--- src/rtl/sram_like_bus_arbiter_pkg.sv ---
// rtl/sram_like_bus_arbiter_pkg.sv - shared types, size codes and wen decode for the CPU memory port arbiter
// Contents: bus_state_t FSM encoding, SIZE_* transfer size codes, WEN_W byte-enable width,
//           wen_to_size_off() mapping latched byte enables to {size, addr[1:0]}.
package cpu_bus_pkg;

    typedef enum logic [1:0] {
        IDLE = 2'd0,
        ADDR = 2'd1,
        DATA = 2'd2
    } bus_state_t;

    localparam logic [1:0] SIZE_BYTE = 2'd0;
    localparam logic [1:0] SIZE_HALF = 2'd1;
    localparam logic [1:0] SIZE_WORD = 2'd2;

    localparam int WEN_W = 4;

    // Returns {size[1:0], addr_lo[1:0]}. Reads (wen = 0) and any byte-enable pattern the
    // slave cannot express are issued as aligned word transfers.
    function automatic logic [3:0] wen_to_size_off(input logic [WEN_W-1:0] wen);
        logic [3:0] r;
        case (wen)
            4'b0001: r = {SIZE_BYTE, 2'd0};
            4'b0010: r = {SIZE_BYTE, 2'd1};
            4'b0100: r = {SIZE_BYTE, 2'd2};
            4'b1000: r = {SIZE_BYTE, 2'd3};
            4'b0011: r = {SIZE_HALF, 2'd0};
            4'b1100: r = {SIZE_HALF, 2'd2};
            default: r = {SIZE_WORD, 2'd0};
        endcase
        return r;
    endfunction

endpackage

--- src/rtl/sram_like_bus_arbiter_if.sv ---
// rtl/sram_like_bus_arbiter_if.sv - CPU channel and sram-like slave signal bundle
// Signals: ch_en/ch_wen/ch_paddr/ch_wdata/pipe_stall (CPU -> arbiter), ch_rdata/ch_stall (arbiter -> CPU),
//          m_req/m_wr/m_size/m_addr/m_wdata (arbiter -> slave), m_addr_ok/m_data_ok/m_rdata (slave -> arbiter).
// Modports: master = arbiter side, slave = CPU/memory environment side.
interface sram_like_bus_arbiter_if #(
    parameter int NUM_CH = 2,
    parameter int ADDR_W = 32,
    parameter int DATA_W = 32
);
    logic [NUM_CH-1:0]        ch_en;
    logic [NUM_CH*4-1:0]      ch_wen;
    logic [NUM_CH*ADDR_W-1:0] ch_paddr;
    logic [NUM_CH*DATA_W-1:0] ch_wdata;
    logic [NUM_CH*DATA_W-1:0] ch_rdata;
    logic [NUM_CH-1:0]        ch_stall;
    logic                     pipe_stall;
    logic                     m_req;
    logic                     m_wr;
    logic [1:0]               m_size;
    logic [ADDR_W-1:0]        m_addr;
    logic [DATA_W-1:0]        m_wdata;
    logic                     m_addr_ok;
    logic                     m_data_ok;
    logic [DATA_W-1:0]        m_rdata;

    modport master (
        input  ch_en, ch_wen, ch_paddr, ch_wdata, pipe_stall, m_addr_ok, m_data_ok, m_rdata,
        output ch_rdata, ch_stall, m_req, m_wr, m_size, m_addr, m_wdata
    );

    modport slave (
        output ch_en, ch_wen, ch_paddr, ch_wdata, pipe_stall, m_addr_ok, m_data_ok, m_rdata,
        input  ch_rdata, ch_stall, m_req, m_wr, m_size, m_addr, m_wdata
    );
endinterface

--- src/rtl/sram_like_bus_arbiter_grant.sv ---
// rtl/sram_like_bus_arbiter_grant.sv - one-hot grant selection among pending CPU channels
// Ports: en (grant allowed this cycle), pending[NUM_CH] in; grant[NUM_CH] one-hot out (zero when !en or none pending).
//        clk/rst exist only with ARB_ROUND_ROBIN_EN, which enables the last_grant pointer (reset 0) and
//        starts the search at last_grant+1 mod NUM_CH; otherwise fixed priority, highest index wins.
module bus_grant_arbiter #(
    parameter int NUM_CH = 2
) (
`ifdef ARB_ROUND_ROBIN_EN
    input  logic              clk,
    input  logic              rst,
`endif
    input  logic              en,
    input  logic [NUM_CH-1:0] pending,
    output logic [NUM_CH-1:0] grant
);

`ifdef ARB_ROUND_ROBIN_EN
    localparam int PTR_W = (NUM_CH > 1) ? $clog2(NUM_CH) : 1;

    logic [PTR_W-1:0] last_grant;
    logic [PTR_W-1:0] next_grant;

    // Walk downward so the last match written is the one closest after last_grant.
    always_comb begin
        int idx;
        idx        = 0;
        grant      = '0;
        next_grant = last_grant;
        if (en) begin
            for (int k = NUM_CH - 1; k >= 0; k--) begin
                idx = (int'(last_grant) + 1 + k) % NUM_CH;
                if (pending[idx]) begin
                    grant      = '0;
                    grant[idx] = 1'b1;
                    next_grant = PTR_W'(idx);
                end
            end
        end
    end

    always_ff @(posedge clk) begin
        if (rst) begin
            last_grant <= '0;
        end else if (|grant) begin
            last_grant <= next_grant;
        end
    end
`else
    // Upward walk: the highest pending index overwrites any lower one.
    always_comb begin
        grant = '0;
        if (en) begin
            for (int k = 0; k < NUM_CH; k++) begin
                if (pending[k]) begin
                    grant    = '0;
                    grant[k] = 1'b1;
                end
            end
        end
    end
`endif

endmodule

--- src/rtl/sram_like_bus_arbiter.sv ---
// rtl/sram_like_bus_arbiter.sv - shares one sram-like slave port among NUM_CH SRAM-style CPU channels
// Ports: clk, rst (synchronous, active-high); bus (master modport): ch_en/ch_wen/ch_paddr/ch_wdata/pipe_stall in,
//        ch_rdata/ch_stall out, m_req/m_wr/m_size/m_addr/m_wdata out, m_addr_ok/m_data_ok/m_rdata in.
// Config: ARB_ROUND_ROBIN_EN selects round-robin grant; default is fixed priority (highest index wins).
module sram_like_bus_arbiter
    import cpu_bus_pkg::*;
#(
    parameter int NUM_CH = 2,
    parameter int ADDR_W = 32,
    parameter int DATA_W = 32
) (
    input  logic                   clk,
    input  logic                   rst,
    sram_like_bus_arbiter_if.master bus
);

    localparam int GI_W = (NUM_CH > 1) ? $clog2(NUM_CH) : 1;

    bus_state_t        state, state_n;
    logic [NUM_CH-1:0] done, done_n;
    logic [NUM_CH-1:0] pending;
    logic [NUM_CH-1:0] grant;
    logic              arb_en;
    logic              capture;

    logic [GI_W-1:0]   gnt_idx, sel_idx;
    logic [WEN_W-1:0]  sel_wen;
    logic [ADDR_W-1:0] sel_paddr;
    logic [DATA_W-1:0] sel_wdata;
    logic [3:0]        size_off;

    logic              req_wr;
    logic [1:0]        req_size;
    logic [ADDR_W-1:0] req_addr;
    logic [DATA_W-1:0] req_wdata;
    logic [DATA_W-1:0] rdata_q [NUM_CH];

    // A served channel stays masked by done until the pipe advances, so it is not reissued.
    assign pending      = bus.ch_en & ~done;
    assign bus.ch_stall = pending;
    assign arb_en       = (state == IDLE);

    bus_grant_arbiter #(.NUM_CH(NUM_CH)) u_grant (
`ifdef ARB_ROUND_ROBIN_EN
        .clk     (clk),
        .rst     (rst),
`endif
        .en      (arb_en),
        .pending (pending),
        .grant   (grant)
    );

    always_comb begin
        sel_wen   = '0;
        sel_paddr = '0;
        sel_wdata = '0;
        sel_idx   = '0;
        for (int k = 0; k < NUM_CH; k++) begin
            if (grant[k]) begin
                sel_wen   = bus.ch_wen[k*WEN_W +: WEN_W];
                sel_paddr = bus.ch_paddr[k*ADDR_W +: ADDR_W];
                sel_wdata = bus.ch_wdata[k*DATA_W +: DATA_W];
                sel_idx   = GI_W'(k);
            end
        end
    end

    assign size_off = wen_to_size_off(sel_wen);

    // Next state. data_ok is only meaningful once the address has been accepted.
    always_comb begin
        state_n = state;
        capture = 1'b0;
        case (state)
            IDLE: begin
                if (|pending) state_n = ADDR;
            end
            ADDR: begin
                if (bus.m_addr_ok) begin
                    if (bus.m_data_ok) begin
                        capture = 1'b1;
                        state_n = IDLE;
                    end else begin
                        state_n = DATA;
                    end
                end
            end
            DATA: begin
                if (bus.m_data_ok) begin
                    capture = 1'b1;
                    state_n = IDLE;
                end
            end
            default: state_n = IDLE;
        endcase
    end

    // Completion sets done even if the pipe is released in the same cycle.
    always_comb begin
        done_n = bus.pipe_stall ? done : '0;
        for (int k = 0; k < NUM_CH; k++) begin
            if (capture && (gnt_idx == GI_W'(k))) done_n[k] = 1'b1;
        end
    end

    always_ff @(posedge clk) begin
        if (rst) begin
            state     <= IDLE;
            done      <= '0;
            gnt_idx   <= '0;
            req_wr    <= 1'b0;
            req_size  <= SIZE_BYTE;
            req_addr  <= '0;
            req_wdata <= '0;
            for (int k = 0; k < NUM_CH; k++) rdata_q[k] <= '0;
        end else begin
            state <= state_n;
            done  <= done_n;
            if (|grant) begin
                gnt_idx   <= sel_idx;
                req_wr    <= |sel_wen;
                req_size  <= size_off[3:2];
                req_addr  <= (sel_paddr & ~ADDR_W'(3)) | ADDR_W'(size_off[1:0]);
                req_wdata <= sel_wdata;
            end
            if (capture && !req_wr) rdata_q[gnt_idx] <= bus.m_rdata;
        end
    end

    assign bus.m_req   = (state == ADDR);
    assign bus.m_wr    = req_wr;
    assign bus.m_size  = req_size;
    assign bus.m_addr  = req_addr;
    assign bus.m_wdata = req_wdata;

    for (genvar g = 0; g < NUM_CH; g++) begin : g_rdata
        assign bus.ch_rdata[g*DATA_W +: DATA_W] = rdata_q[g];
    end

endmodule

--- src/flat_wrapper.sv ---
// flat-port wrapper written by rule: the top's interface ports become plain ports
module sram_like_bus_arbiter_flat import cpu_bus_pkg::*;
#(
    parameter int NUM_CH = 2,
    parameter int ADDR_W = 32,
    parameter int DATA_W = 32
)
  (clk, rst, bus_ch_en, bus_ch_wen, bus_ch_paddr, bus_ch_wdata, bus_pipe_stall, bus_m_addr_ok, bus_m_data_ok, bus_m_rdata, bus_ch_rdata, bus_ch_stall, bus_m_req, bus_m_wr, bus_m_size, bus_m_addr, bus_m_wdata);
  sram_like_bus_arbiter_if #(.NUM_CH(NUM_CH), .ADDR_W(ADDR_W), .DATA_W(DATA_W)) bus_i ();
  input  logic clk;
  input  logic rst;
  input wire logic [$bits(bus_i.ch_en)-1:0] bus_ch_en;
  input wire logic [$bits(bus_i.ch_wen)-1:0] bus_ch_wen;
  input wire logic [$bits(bus_i.ch_paddr)-1:0] bus_ch_paddr;
  input wire logic [$bits(bus_i.ch_wdata)-1:0] bus_ch_wdata;
  input wire logic [$bits(bus_i.pipe_stall)-1:0] bus_pipe_stall;
  input wire logic [$bits(bus_i.m_addr_ok)-1:0] bus_m_addr_ok;
  input wire logic [$bits(bus_i.m_data_ok)-1:0] bus_m_data_ok;
  input wire logic [$bits(bus_i.m_rdata)-1:0] bus_m_rdata;
  output wire logic [$bits(bus_i.ch_rdata)-1:0] bus_ch_rdata;
  output wire logic [$bits(bus_i.ch_stall)-1:0] bus_ch_stall;
  output wire logic [$bits(bus_i.m_req)-1:0] bus_m_req;
  output wire logic [$bits(bus_i.m_wr)-1:0] bus_m_wr;
  output wire logic [$bits(bus_i.m_size)-1:0] bus_m_size;
  output wire logic [$bits(bus_i.m_addr)-1:0] bus_m_addr;
  output wire logic [$bits(bus_i.m_wdata)-1:0] bus_m_wdata;
  assign bus_i.ch_en = bus_ch_en;
  assign bus_i.ch_wen = bus_ch_wen;
  assign bus_i.ch_paddr = bus_ch_paddr;
  assign bus_i.ch_wdata = bus_ch_wdata;
  assign bus_i.pipe_stall = bus_pipe_stall;
  assign bus_i.m_addr_ok = bus_m_addr_ok;
  assign bus_i.m_data_ok = bus_m_data_ok;
  assign bus_i.m_rdata = bus_m_rdata;
  assign bus_ch_rdata = bus_i.ch_rdata;
  assign bus_ch_stall = bus_i.ch_stall;
  assign bus_m_req = bus_i.m_req;
  assign bus_m_wr = bus_i.m_wr;
  assign bus_m_size = bus_i.m_size;
  assign bus_m_addr = bus_i.m_addr;
  assign bus_m_wdata = bus_i.m_wdata;
  sram_like_bus_arbiter #(.NUM_CH(NUM_CH), .ADDR_W(ADDR_W), .DATA_W(DATA_W)) u_core (.clk(clk), .rst(rst), .bus(bus_i));
endmodule
--- config.mk ---
export PLATFORM = sky130hd
export DESIGN_NAME = sram_like_bus_arbiter_flat
export DESIGN_NICKNAME = d
export VERILOG_FILES = /design/src/rtl/sram_like_bus_arbiter_pkg.sv /design/src/rtl/sram_like_bus_arbiter_if.sv /design/src/rtl/sram_like_bus_arbiter_grant.sv /design/src/rtl/sram_like_bus_arbiter.sv /design/src/flat_wrapper.sv
export SDC_FILE = /design/constraint.sdc
export NUM_CORES = 1
export LEC_CHECK = 0
export ABC_AREA = 1
export ABC_CLOCK_PERIOD_IN_PS = 3100
export BUFFER_PORTS_ARGS = -buffer_cell sky130_fd_sc_hd__buf_2
export CAP_MARGIN = 10
export CORE_MARGIN = 2
export CORE_UTILIZATION = 42
export CTS_CLUSTER_DIAMETER = 120
export DETAILED_ROUTE_END_ITERATION = 7
export HOLD_SLACK_MARGIN = 0.02
export PLACE_DENSITY = 0.79
export SETUP_SLACK_MARGIN = 0.1
export SYNTH_ARGS = -nofsm -noshare
export SYNTH_HDL_FRONTEND = slang
export SYNTH_HIERARCHICAL = 1
export SYNTH_SLANG_ARGS = --single-unit
--- constraint.sdc ---
create_clock -name clk -period 3.1 [get_ports clk]
set_input_delay 0.155 -clock clk [delete_from_list [all_inputs] [get_ports clk]]
set_output_delay 0.155 -clock clk [all_outputs]
set_load 0.01 [all_outputs]
Yosys cells after proc, flatten, opt, wreduce, memory -nomap -nowiden

Memories as Yosys holds them, arrays and structs flattened.
Cells that the tools add are included.

Add/sub/neg operators: 0
Multiply operators: 0
Divide/modulo/power cells: 0
$lt $le $gt $ge: 0
Equal/unequal tests: 13
Shifts and indexed selects: 0
Multiplexer cells: 30
Bitwise operators: 4
Reductions and logical operators: 10

Operators by type and width:

| kind                                                                     | count |
|---|---|
| 32-bit two-way mux                                                       | 5 |
| 32-bit by 2-bit bitwise OR with 32-bit output                            | 1 |
| 32-bit OR reduction                                                      | 1 |
| 4-bit case mux with 6 select lines                                       | 1 |
| 2-bit two-way mux                                                        | 7 |
| 1-bit two-way mux                                                        | 13 |
| 4-bit by 2-bit == test with 1-bit output (second input constant)         | 2 |
| 4-bit == test (second input constant)                                    | 2 |
| 4-bit two-way mux                                                        | 2 |
| 2-bit inequality test (second input constant)                            | 3 |
| 2-bit case mux with 3 select lines                                       | 1 |
| 4-bit by 1-bit == test with 1-bit output (second input constant)         | 1 |
| 4-bit by 3-bit == test with 1-bit output (second input constant)         | 1 |
| 2-bit by 1-bit inequality test with 1-bit output (second input constant) | 2 |
| 2-bit OR reduction                                                       | 2 |
| 4-bit OR reduction                                                       | 1 |
| 1-bit logical AND                                                        | 3 |
| 3-bit AND reduction                                                      | 1 |
| 2-bit bitwise AND                                                        | 1 |
| 2-bit by 1-bit == test with 1-bit output (second input constant)         | 1 |
| 2-bit == test (second input constant)                                    | 1 |
| 2-bit zero test                                                          | 1 |
| 2-bit NOT                                                                | 1 |
| 1-bit case mux with 2 select lines                                       | 1 |
| other kinds (2)                                                          | 2 |

Register bits: 72
Bits in latches: 0
RAM bits: 64
Bits in read-only memories: 0
Input port bits: 175
Output and inout bits: 134
Word-level logic and storage cells: 66
Memories kept: 1

Memory list:

| name           | depth | width | read ports | clocked after Yosys merged registers in | wr ports | RTL line                    | text |
|---|---|---|---|---|---|---|---|
| u_core.rdata_q | 2     | 32    | 2          | 0                                       | 2        | sram_like_bus_arbiter.sv:36 | `logic [DATA_W-1:0] rdata_q [NUM_CH];` |

Longest topological paths before layout

Depth after elaboration: 10
Depth in mapped cells: 14
Depth with buffers taken out: 13

Cells and area by module

The synthesis kept the hierarchy.

By module, submodules not included:

| module                | times used | cells each | area an instance (µm²) | sequential area each (µm²) |
|---|---|---|---|---|
| sram_like_bus_arbiter | 1          | 732        | 6132.1                 | 3363.2 |
| bus_grant_arbiter     | 1          | 4          | 17.5                   | 0.0 |

Worst setup path after synthesis

No wires, ideal clock.

Path kind: register to register
Start: register u_core.state[0]
End: memory u_core.rdata_q[0][0] (enable)
Setup time: 389 ps
Arrival: 1907 ps
Required time: 2711 ps
Slack: 803 ps
Cell stages (with the launch flop): 8
Buffers on the path: 1
Period minus slack after synthesis: 2297 ps
Path through: dfxtp_1 inv_1 ha_1 nand3_2 nor2_4 nand3_4 buf_6 nand2_1

RTL lines:

| item                   | RTL line                     | text |
|---|---|---|
| start, declared        | sram_like_bus_arbiter.sv:19  | `bus_state_t state, state_n;` |
| start signal, assigned | sram_like_bus_arbiter.sv:117 | `state <= state_n;` |
| end, declared          | sram_like_bus_arbiter.sv:36  |  |

Worst setup path after layout

Start: register u_core.state[0]
End: register u_core.req_wdata[31], in the netlist u_core/bus.m_wdata[31]

Elaborated cells on any way between the ends: 5
Those cells by class: mux (3); reduce/logical (2)

RTL lines:

| item                                                            | RTL line                                                  | text |
|---|---|---|
| 2-bit zero test *                                               | sram_like_bus_arbiter.sv:41                               | `assign arb_en = (state == IDLE);` |
| named net u_core.arb_en                                         | sram_like_bus_arbiter.sv:23                               | `logic arb_en;` |
| 2-bit two-way mux *                                             | sram_like_bus_arbiter_grant.sv:52                         | `if (en) begin` |
| named net u_core.grant[1]                                       | sram_like_bus_arbiter.sv:22                               | `logic [NUM_CH-1:0] grant;` |
| 32-bit two-way mux / 2-bit OR reduction (equally long branches) | sram_like_bus_arbiter.sv:59, sram_like_bus_arbiter.sv:119 |  |
| end signal, assigned                                            | sram_like_bus_arbiter.sv:124                              | `req_wdata <= sel_wdata;` |
| end, declared                                                   | sram_like_bus_arbiter.sv:35                               | `logic [DATA_W-1:0] req_wdata;` |

Mark *: on every way through the listed nets, which the timed path passes. The rest lies on a longest branch.
A chain may end at the register's enable or synchronous reset.

==> flow_metrics.py <==
metrics = {
    "die": {
        "die_h_um": 125,
        "start_util": 0.426,
        "die_w_um": 125,
        "io_pins": 309,
        "core-area_um2": 14400,
        "num_rows": 44,
        "die_area_um2": 15600,
    },
    "finish": {
        "n_fill_cell": 1271,
        "final_util": 0.590,
        "syn2layout_area_growth_pct": 38.5,
        "num-nets-final": 1238,
        "final_area_um2": 8510,
        "drive_gt1_frac": 0.372,
    },
    "logic_synthesis": {
        "async_flop_share": 0,
        "yosys-top-cells-area": "edfxtp_1, dfxtp_1, nand2_1",
        "avgSynthCellArea_um2": 8.36,
        "yosysMostFrequentCell": "nand2_1",
        "synth.area.mux_share": 0,
        "synth_ff_type": "dfxtp_1",
        "synth_top_family_by_area": "simple AND/OR/NAND/NOR gates",
        "synth.distinct_cells": 27,
        "synthTopCellsByCount": "nand2_1, inv_1, nor2_1",
        "yosysTopAreaCell": "edfxtp_1",
        "seq_area_frac_synth": 0.547,
        "yosys_warnings": 6,
        "synth_simple_gate_area_share": 0.307,
        "synth_seq_cells": 136,
        "netlist_area_um2": 6150,
        "synth-edff-count": 64,
        "netlist_instances": 736,
        "synthAdderAreaFrac": 0.00610,
        "synth-compound-area-share": 0.0138,
        "yosysTopAreaCellShare": 0.313,
        "synthesis.nets": 914,
        "synth-xor-area-share": 0,
    },
    "timing": {
        "period_share": 0.838,
        "worstMarginPinSlew_ns": 0.722,
        "period_needed_ns": 2.60,
        "hold_viol": 0,
        "relSlewSlack": 0.519,
        "grt_setup_unrepaired": "false",
        "timing.fmax_mhz": 385,
        "finalSetupTns_ns": 0,
        "skew_ns": 0.00636,
        "final-max-slew-violation-count": 0,
        "setup_viol": 0,
    },
    "critical_path": {
        "cp.required_ns": 3.45,
        "cp-end-kind": "register",
        "ff2ff_path_depth": 11,
        "worstPathMaxFanout": 38,
        "critical_path_class": "register to register",
        "cp.arrival_ns": 2.95,
        "cp-start-kind": "register",
        "reg2reg_slack_ns": 0.50,
    },
    "detailed_routing": {
        "route.detailed.wl_per_inst_um": 13.6,
        "wl_um": 17100,
        "vias": 5798,
        "drcViolationCount": 0,
        "drtIter0Drc": 246,
        "ant_nets": 0,
        "viasPerCell": 4.61,
        "dr.pass1.iters": 5,
    },
    "placement": {
        "placed_cell_area_um2": 7650,
        "io_buffers": 304,
        "gp_congestion": 0.849,
        "hpwl_um": 12100,
    },
    "pwr": {
        "ir_drop_mv": 0.334,
        "power_switching_share": 0.275,
        "leakage_uw": 0.00478,
        "p_comb_frac": 0.174,
        "intPower_uw": 3570,
        "total_power_uw": 4920,
        "seqPwrFrac": 0.420,
        "powerDensity_nw_per_um2": 578,
        "p_sw_uw": 1350,
        "clockPowerShare": 0.406,
    },
    "global_route": {
        "grt_start_max_net_pins": 68,
        "antenna_found_initial": 3,
        "overflow": 0,
        "grtUsageTotal": 0.216,
        "grt_pass1_vias": 5518,
        "grt_first_pass_wirelength_um": 26800,
    },
    "worst_hold_path": {
        "hp-class": "primary input to register",
        "holdPathStages": 5,
    },
    "clock_network": {
        "numCtsBuffers": 17,
        "clk_root_buffer_cell": "clkbuf_16",
        "clkSinkCount": 136,
        "worstSkewPairLatency_ns": 0.41,
        "clk_pin_slew_worst_paths_ns": 0.06,
        "cts_setup_buffers": 0,
        "clk_path_buf_depth": 2,
        "cts_tree": "built",
        "cts_htree_levels": 4,
    },
    "run_status": {
        "status": "completed",
    },
    "run": {
        "max_cap_viol_count": 0,
    },
}
[timing repair]
action | CTS | global route
endpoints found under the hold margin | 22 | 0
resized for setup | 0 | 0
hold buffers | 26 | 0
[per-layer routing]
metal / part of all wire / GRT usage / vias up
met2: 0.49 / 0.373 / 278
met3: 0.092 / 0.0680 / 36
li1: - / - / 2888
met5: 0 / 0 / -
met1: 0.38 / 0.244 / 2596
met4: 0.037 / 0.0980 / 0
[cell usage in the layout (no fill, tap or decap), types with 2 or more instances in the layout]
cell type      count
buf_2            304
nand2_1          242
inv_1            109
nor2_1            76
dfxtp_1           72
nand3_1           65
edfxtp_1          64
nand2_2           41
dlygate4sd3_1     26
clkbuf_16         20
buf_4              8
a21oi_1            6
o21ai_0            5
inv_6              3
clkinv_4           3
inv_2              3
a22oi_1            3
ha_1               3
clkbuf_2           2
clkinv_2           2
nor2_4             2
nand3_4            2
nor2_2             2
buf_12             2
[path summary, 6_finish.rpt]
check	end	start
worst min register to register	u_core/bus.m_addr[1]	u_core/bus.m_addr[1]
worst max-delay path	u_core/bus.m_wdata[31]	u_core/state[0]
worst min-delay path	u_core/bus.m_wdata[1]	bus_ch_wdata[1]
worst max register to register	u_core/bus.m_wdata[31]	u_core/state[0]
[stage by stage]
step	worst slack, ns	cells	hold WS, ns
floorplan	0.803	736	0.318
global placement	0.874	1199	0.432
detailed placement	0.821	1199	0.439
CTS	0.594	1257	0.0205
global route	0.340	1258	0.0342
finish	0.503	1258	0.0354
[final cells by class]
type | instances | area [µm²] | area share
well taps | 184 | 230 | 0.0270
clock inverters | 9 | 76.3 | 0.00896
inverters | 113 | 425 | 0.0500
flip-flops and latches | 136 | 3360 | 0.395
multi-input cells | 452 | 2010 | 0.236
repair buffers | 340 | 1880 | 0.221
clock buffers | 23 | 524 | 0.0616
diodes | 1 | 2.50 | 0.000294
[power by group through the flow]
stage	combinational (µW)	sequential (µW)	clock, µW
floorplan	453	2160	0
global placement	809	2100	0
detailed placement	822	2100	0
CTS	857	2070	2040
global route	952	2080	2120
finish	857	2060	2000
[worst max-delay path, stage by stage, from the launching register on]
cell,delay (ns)
dfxtp_1,0.32
inv_1,0.08
ha_1,0.21
nand2_1,0.09
inv_2,0.11
buf_4,0.35
buf_4,0.44
nand2_1,0.10
nand3_1,0.10
dlygate4sd3_1,0.57
nand2_1,0.06
inv_1,0.08
[flip-flops by register name, indices dropped and copies added (netlist names)]
| signal | cells |
|---|---|
| u_core/bus.m_addr | 32 |
| u_core/done | 2 |
| u_core/rdata_q | 64 |
| u_core/gnt_idx | 1 |
| u_core/bus.m_wr | 1 |
| u_core/bus.m_size | 2 |
| u_core/state | 2 |
| u_core/bus.m_wdata | 32 |
[cells by family after synthesis]
kind of cell / after synthesis
compound gates: 15
fa+ha+maj: 3
simple gates: 434
buf+inv: 148
flops: 136
(Power assumes the default switching activity.)
